<file path="src/rtl/instr_encoder.sv">
// Packs mnemonic/field descriptors into 32-bit MIPS words and streams them into
// consecutive instruction-memory words, one per cycle, with a saturating fill pointer.
module instr_encoder #(
    parameter int          ADDR_W  = 10,
    parameter logic [31:0] BASE_PC = 32'h0000_3000
) (
    input  logic              clk,
    input  logic              reset,
    input  logic              start,
    input  logic              in_valid,
    output logic              in_ready,
    input  logic [3:0]        mnem,
    input  logic [4:0]        rs,
    input  logic [4:0]        rt,
    input  logic [4:0]        rd,
    input  logic [4:0]        shamt,
    input  logic [15:0]       imm,
    input  logic [25:0]       target,
    output logic              im_we,
    output logic [ADDR_W-1:0] im_addr,
    output logic [31:0]       im_wdata,
    output logic [31:0]       im_pc,
    output logic [ADDR_W:0]   count,
    output logic              full,
    output logic              err
);

    // state  | meaning
    // S_IDLE | after reset, waiting for start; inputs ignored
    // S_RUN  | accepting descriptors while space remains
    // S_FULL | DEPTH words written; inputs ignored until start
    typedef enum logic [1:0] {S_IDLE, S_RUN, S_FULL} state_t;

    localparam logic [ADDR_W+1:0] DEPTH = {1'b0, 1'b1, {ADDR_W{1'b0}}};
    localparam logic [ADDR_W:0]   LAST  = {1'b0, {ADDR_W{1'b1}}};

    state_t            state, state_nxt;
    logic [ADDR_W+1:0] occupancy;
    logic              accept;
    logic              legal;
    logic [31:0]       enc_word;

    // im_we doubles as the "write pending" flag: it reserves a slot not yet in count
    assign occupancy = {1'b0, count} + {{(ADDR_W+1){1'b0}}, im_we};
    assign in_ready  = (state == S_RUN) && (occupancy < DEPTH) && !start;
    assign accept    = in_valid && in_ready;
    assign legal     = (mnem <= 4'd11);
    assign full      = (state == S_FULL);
    assign im_pc     = BASE_PC + (32'(im_addr) << 2);

    always_comb begin
        enc_word = 32'h0;
        case (mnem)
            4'd0:    enc_word = {6'h00, rs, rt, rd, 5'd0, 6'h20};
            4'd1:    enc_word = {6'h00, rs, rt, rd, 5'd0, 6'h22};
            4'd2:    enc_word = {6'h00, 5'd0, rt, rd, shamt, 6'h00};
            4'd3:    enc_word = {6'h00, rs, 15'd0, 6'h08};
            4'd4:    enc_word = {6'h23, rs, rt, imm};
            4'd5:    enc_word = {6'h2B, rs, rt, imm};
            4'd6:    enc_word = {6'h0D, rs, rt, imm};
            4'd7:    enc_word = {6'h0F, 5'd0, rt, imm};
            4'd8:    enc_word = {6'h04, rs, rt, imm};
            4'd9:    enc_word = {6'h02, target};
            4'd10:   enc_word = {6'h03, target};
            default: enc_word = 32'h0;
        endcase
    end

    always_comb begin
        state_nxt = state;
        if (start) begin
            state_nxt = S_RUN;
        end else if (state == S_RUN && im_we && count == LAST) begin
            state_nxt = S_FULL;
        end
    end

    always_ff @(posedge clk or posedge reset) begin
        if (reset) begin
            state    <= S_IDLE;
            im_we    <= 1'b0;
            im_addr  <= '0;
            im_wdata <= 32'h0;
            count    <= '0;
            err      <= 1'b0;
        end else begin
            state <= state_nxt;
            im_we <= accept && legal;
            // address is taken at accept time so a pending write keeps its slot across start
            if (accept && legal) begin
                im_wdata <= enc_word;
                im_addr  <= count[ADDR_W-1:0] + ADDR_W'(im_we);
            end
            if (start) begin
                count <= '0;
                err   <= 1'b0;
            end else begin
                if (im_we) begin
                    count <= count + 1'b1;
                end
                if (accept && !legal) begin
                    err <= 1'b1;
                end
            end
        end
    end

endmodule

</file>
<file path="config.mk">
export PLATFORM = sky130hd
export DESIGN_NAME = instr_encoder
export DESIGN_NICKNAME = d
export VERILOG_FILES = /design/src/rtl/instr_encoder.sv
export SDC_FILE = /design/constraint.sdc
export NUM_CORES = 1
export LEC_CHECK = 0
export BUFFER_PORTS_ARGS = -buffer_cell sky130_fd_sc_hd__buf_2
export CORE_ASPECT_RATIO = 0.75
export CORE_UTILIZATION = 48
export DETAILED_ROUTE_END_ITERATION = 10
export PLACE_DENSITY = 0.91
export SLEW_MARGIN = 10
export SYNTH_ARGS = -nofsm -noshare
export SYNTH_HDL_FRONTEND = slang
export SYNTH_SLANG_ARGS = --single-unit
</file>
<file path="constraint.sdc">
create_clock -name clk -period 2.78 [get_ports clk]
set_input_delay 0.139 -clock clk [delete_from_list [all_inputs] [get_ports clk]]
set_output_delay 0.139 -clock clk [all_outputs]
set_load 0.01 [all_outputs]
</file>
# Word-level counts from Yosys, hierarchy flattened
# Index checks and enable logic that the tools add are counted.
[word_totals] regBits=57 latchBits=0 ram_bits=0 mem_bits_ro=0 input_bits=70 output_inout_bits=89 wordCells=45 memories=0
[classes] addsub=4 mul=0 div=0 order_cmp=2 eq_ne=13 n_shift=0 muxes=7 bitwise_logic=0 reduce_logical=13
[op_table] op="$pmux 32 s11" count=1
[op_table] op="$mux 11" count=2
[op_table] op="$eq 4x3->1 const B" count=4
[op_table] op="$add 14x12->15 const A" count=1
[op_table] op="$add 11x1->12" count=1
[op_table] op="$eq 4x4->1 const B" count=3
[op_table] op="$lt 12x11->1 const B" count=1
[op_table] op="$add 11x1->11 const B" count=1
[op_table] op="$eq 11x10->1 const B" count=1
[op_table] op="$add 10x1->10" count=1
[op_table] op="$eq 4x2->1 const B" count=2
[op_table] op="$logic_and 1x1->1" count=7
[op_table] op="$reduce_bool 2->1" count=3
[op_table] op="$eq 4x1->1 const B" count=1
[op_table] op="$le 4x4->1 const B" count=1
[op_table] op="$logic_not 4->1" count=1
[op_table] op="$mux 2" count=2
[op_table] op="$eq 2x1->1 const B" count=1
[op_table] op="$eq 2x2->1 const B" count=1
[op_table] op="$logic_not 1->1" count=2
[op_table] op="$mux 1" count=2

# Longest topological paths before layout
[depth] word_depth=8 ltp_mapped=10 mapped_depth_nobuf=8

# Worst setup path before layout
# No wires, ideal clock.
[synth_path] path_kind="register -> register" startpoint="reg count[0]" endpoint="reg im_wdata[0]" setup_time_ns=0.125 t_arrival_ns=2.460 required_time_ns=2.655 path_slack_ns=0.195 path_stages_with_launch=11 path_buffers=2 synth_period_minus_slack_ns=2.585 cell_sequence="dfrtp_1 > ha_1 > ha_1 > nand3_1 > or3_4 > mux2_4 > nand2b_4 > clkinv_2 > buf_12 > buf_12 > mux2_4"
[synth_between] elab_chain_len=6
[synth_rtl] element="start: declaration" line_no="23" rtl="output logic [ADDR_W:0] count,"
[synth_rtl] element="start signal: assignment" line_no="99" rtl="count <= count + 1'b1;"
[synth_rtl] element="$add 11x1->12" line_no="44" rtl="assign occupancy = {1'b0, count} + {{(ADDR_W+1){1'b0}}, im_we};"
[synth_rtl] element="$lt 12x11->1" line_no="45" rtl="assign in_ready = (state == S_RUN) && (occupancy < DEPTH) && !start;"
[synth_rtl] element="$logic_and 1x1->1 (2 in a row)" line_no="45"
[synth_rtl] element="$logic_and 1x1->1" line_no="46" rtl="assign accept = in_valid && in_ready;"
[synth_rtl] element="$logic_and 1x1->1" line_no="90" rtl="if (accept && legal) begin"
[synth_rtl] element="end signal: assignment" line_no="91" rtl="im_wdata <= enc_word;"
[synth_rtl] element="end: declaration" line_no="21" rtl="output logic [31:0] im_wdata,"
# Every way passes these cells.
# A chain may end at the register's enable or synchronous reset.

# Worst setup path after layout
[layout_path] startpoint="reg count[0]" endpoint="reg im_wdata[20]"
# The elaborated chain is that of the path after synthesis.

==> results.sh <==
export IMPL_die_y_um=75.7
export IMPL_wire_length_of_the_first_global_routing_pass_mm=12.5
export IMPL_post_synth_cell_area_avg_um2=10.3
export IMPL_finalClockSkew_ns=0.0113
export IMPL_drc=0
export IMPL_worst_hold_path_type="input port to register"
export IMPL_design_die_area_mm2=0.00758
export IMPL_final_cells=555
export IMPL_post_route_cells_drive_above_1_share_pct=43.5
export IMPL_endpoint_of_the_worst_register_to_register_path="im_wdata[20]$_DFFE_PP0P_"
export IMPL_run_status="finished clean"
export IMPL_cts_root_buffer_cell="sky130_fd_sc_hd__clkbuf_8"
export IMPL_r2r_cells=9
export IMPL_finalCritPeriodShare_pct=93.3
export IMPL_r2r_setup_slack_ns=0.19
export IMPL_synth_cell_area_mm2=0.00347
export IMPL_drt_first_iter_violations=163
export IMPL_timing_max_slew_rel_slack_pct=52.9
export IMPL_crit_top_cell="sky130_fd_sc_hd__ha_1"
export IMPL_yosys_cell_types_count=43
export IMPL_cts_num_sinks=56
export IMPL_detailroute_via_count=2894
export IMPL_regToRegStartpoint="count[0]$_DFFE_PP0P_"
export IMPL_yosysTopAreaCellShare_pct=40.4
export IMPL_min_delay_path_depth=3
export IMPL_netlist_top_cells_area="sky130_fd_sc_hd__dfrtp_1 (40%), sky130_fd_sc_hd__buf_4 (7.8%), sky130_fd_sc_hd__mux2_4 (7.8%)"
export IMPL_power_w=0.00191
export IMPL_critical_path_max_fanout=21
export IMPL_achievable_frequency_ghz=0.386
export IMPL_io_buffers=135
export IMPL_hold_violations=0
export IMPL_critical_path_buffers_and_inverters=2
export IMPL_yosys_area_top_type="sky130_fd_sc_hd__dfrtp_1"
export IMPL_setup_violations=0
export IMPL_ctsHoldBuffers=1
export IMPL_synthesis_instances=337
export IMPL_design_portCount=159
export IMPL_flop_and_latch_count_out_of_synthesis=56
export IMPL_cts_tree="yes"
export IMPL_most_frequent_standard_cell_in_the_layout_excluding_fill_and_tap_cells="sky130_fd_sc_hd__buf_2"
export IMPL_drv_slew=0
export IMPL_htreeDepth=2
export IMPL_placed_cells=546
export IMPL_ir_worst_vdd_v=0.000259
export IMPL_place_detailed_hpwl_mm=6.39
export IMPL_drtAntennaViolNets=0
export IMPL_global_route_overflow_total=0
export IMPL_ys_flop_type="sky130_fd_sc_hd__dfrtp_1"
export IMPL_grt_use_total_pct=21.4
export IMPL_initial_utilization_pct=50.3
export IMPL_cts_repair_resize_count=0
export IMPL_drt_pass1_iter_count=4
export IMPL_syn_to_final_growth_pct=20.0
export IMPL_clock_latency_ns=0.31
export IMPL_finalWeightedCongestion=0.822
export IMPL_power_static_leakage_nw=2.17
export IMPL_worst_path_top_cell_family_by_delay="simple AND/OR/NAND/NOR gates"
export IMPL_setup_worst_path_class="register to register"
export IMPL_worst_slew_pin_transition_ns=0.706
export IMPL_critical_path_max_stage_delay_ns=0.42
export IMPL_final_period_minus_worst_setup_slack_ns=2.59
export IMPL_cp_cell_sequence="ha_1 > ha_1 > nand3_1 > or3_4 > mux2_4 > nand2b_4 > clkinv_2 > buf_12 > mux2_2"
export IMPL_endpoint_kind="register"
export IMPL_first_global_vias=2586
export IMPL_clkSlewWorstSetupHoldPaths_ns=0.10
export IMPL_grt_antenna_before_repair=0
export IMPL_nNetsFinal=529
export IMPL_layout_common_cells="sky130_fd_sc_hd__buf_2 (135), sky130_fd_sc_hd__dfrtp_1 (56), sky130_fd_sc_hd__conb_1 (23)"
export IMPL_synth_async_sr_flop_share_pct=100
export IMPL_postRouteWirelength_mm=8.40
export IMPL_yosysWarnings=0
export IMPL_p_per_area_mw_per_mm2=458
export IMPL_timing_setup_tns_ns=0
export IMPL_synth_seq_area_share_pct=40.4
export IMPL_placementRows=26
export IMPL_nFillCells=581
export IMPL_cell_with_the_largest_stage_delay_on_the_worst_path="sky130_fd_sc_hd__or3_4"
export IMPL_hold_ws_ns=0.180
export IMPL_wl_per_cell_um=15.1
export IMPL_arrival_ns=2.79
export IMPL_max_clock_path_buffers=2
export IMPL_startpoint_types="register"
export IMPL_path_depth=9
export IMPL_fp_dieW_um=100
export IMPL_avgViaCountPerCell=5.21
export IMPL_hold_end="im_wdata[17]$_DFFE_PP0P_"
export IMPL_postCtsSetupBuffers=0
export IMPL_holdCritStartpoint="rt[1]"
export IMPL_maxCapViolations=0
export IMPL_antennaDiodeCount=0
export IMPL_core_area_mm2=0.00690
export IMPL_maximum_number_of_pins_on_one_net_before_global_route_repair=27
export IMPL_critPathRequiredTime_ns=2.97
export IMPL_rsz_0062_raised_after_global_routing="no"
export IMPL_synth_edff_count=0
export IMPL_cts_inserted_buffers=5
-- metrics by stage --
step / setup WS [ns] / instance area [um2] / util (%)
after global routing: 0.0550 / 4170 / 60.4
after floorplan: 0.195 / 3550 / -
after global placement: 0.293 / 4060 / 58.9
final: 0.186 / 4170 / 60.4
after detailed placement: 0.209 / 4060 / 58.9
after CTS: 0.182 / 4170 / 60.4
-- synthesized netlist by cell type, drive strengths merged (2+ instances only) --
master / count
nor3b: 2
nor3: 2
xor2: 7
a22oi: 18
inv: 8
mux2: 37
ha: 3
a2bb2oi: 5
conb: 2
and3: 2
xnor2: 10
mux2i: 3
o21ai: 20
nor2b: 10
buf: 40
nor2: 16
or3: 3
a22o: 13
dfrtp: 56
nand4: 5
nand2b: 5
nand3: 7
a21oi: 15
nand3b: 3
or2: 3
clkbuf: 15
nand2: 17
-- kinds of logic (layout without fill, tap and decap cells) --
logic type                 after synthesis  in the layout  synth area share [%]
buffers and inverters                   64            163                  12.3
adders and majority gates                3              3                  1.08
muxes                                   40             40                  14.8
other                                    2             23                 0.216
AOI/OAI and AO/OA                       79             79                  15.4
and+or+nand+nor                         76             76                  11.6
xor gates and xnor gates                17             17                  4.29
DFF                                     56             56                  40.4
-- power breakdown --
group	total (W)	switching, W	internal [W]
registers	0.000956	0.0000517	0.000905
clock network	0.000453	0.000274	0.000179
logic	0.000500	0.000251	0.000249
-- layer usage --
metal	wire (um)	global-route usage [%]	vias to the layer above
li1	-	-	1372
met1	3730	27.6	1390
met2	4060	37.3	126
met3	514	4.40	6
met4	98	5.64	0
met5	0	0	-
-- state kept, by name (all words and copies together) (netlist names) --
register / count
count: 11
err: 1
im_addr: 10
im_wdata: 31
im_we: 1
state: 2
-- cell type report --
class	instances	area, um2	area share [%]
multi-input cells	238	1730	41.5
clock buffers	5	68.8	1.65
inverters	9	35.0	0.841
repair buffers	146	786	18.9
well taps	98	123	2.94
flip-flops and latches	56	1400	33.6
clock inverters	3	23.8	0.571
-- worst max path at each step --
stage	startpoint	end	slack [ns]
finish	count[0]$_DFFE_PP0P_	im_wdata[20]$_DFFE_PP0P_	0.19
global route	im_we$_DFF_PP0_	im_wdata[20]$_DFFE_PP0P_	0.06
CTS	im_we$_DFF_PP0_	im_wdata[20]$_DFFE_PP0P_	0.18
detailed placement	count[0]$_DFFE_PP0P_	im_wdata[22]$_DFFE_PP0P_	0.21
global placement	im_we$_DFF_PP0_	im_wdata[22]$_DFFE_PP0P_	0.29
floorplan	count[0]$_DFFE_PP0P_	im_wdata[0]$_DFFE_PP0P_	0.19
-- worst register-to-register path: cells and delay by family, from the launching register on --
family                   cells  cell delay (ns)
multiplexers                 2             0.72
AND/OR/NAND/NOR              3             0.72
flip-flops                   1             0.38
buffers and inverters        2             0.26
adder cells (fa/ha/maj)      2             0.40
(Power assumes the default switching activity.)
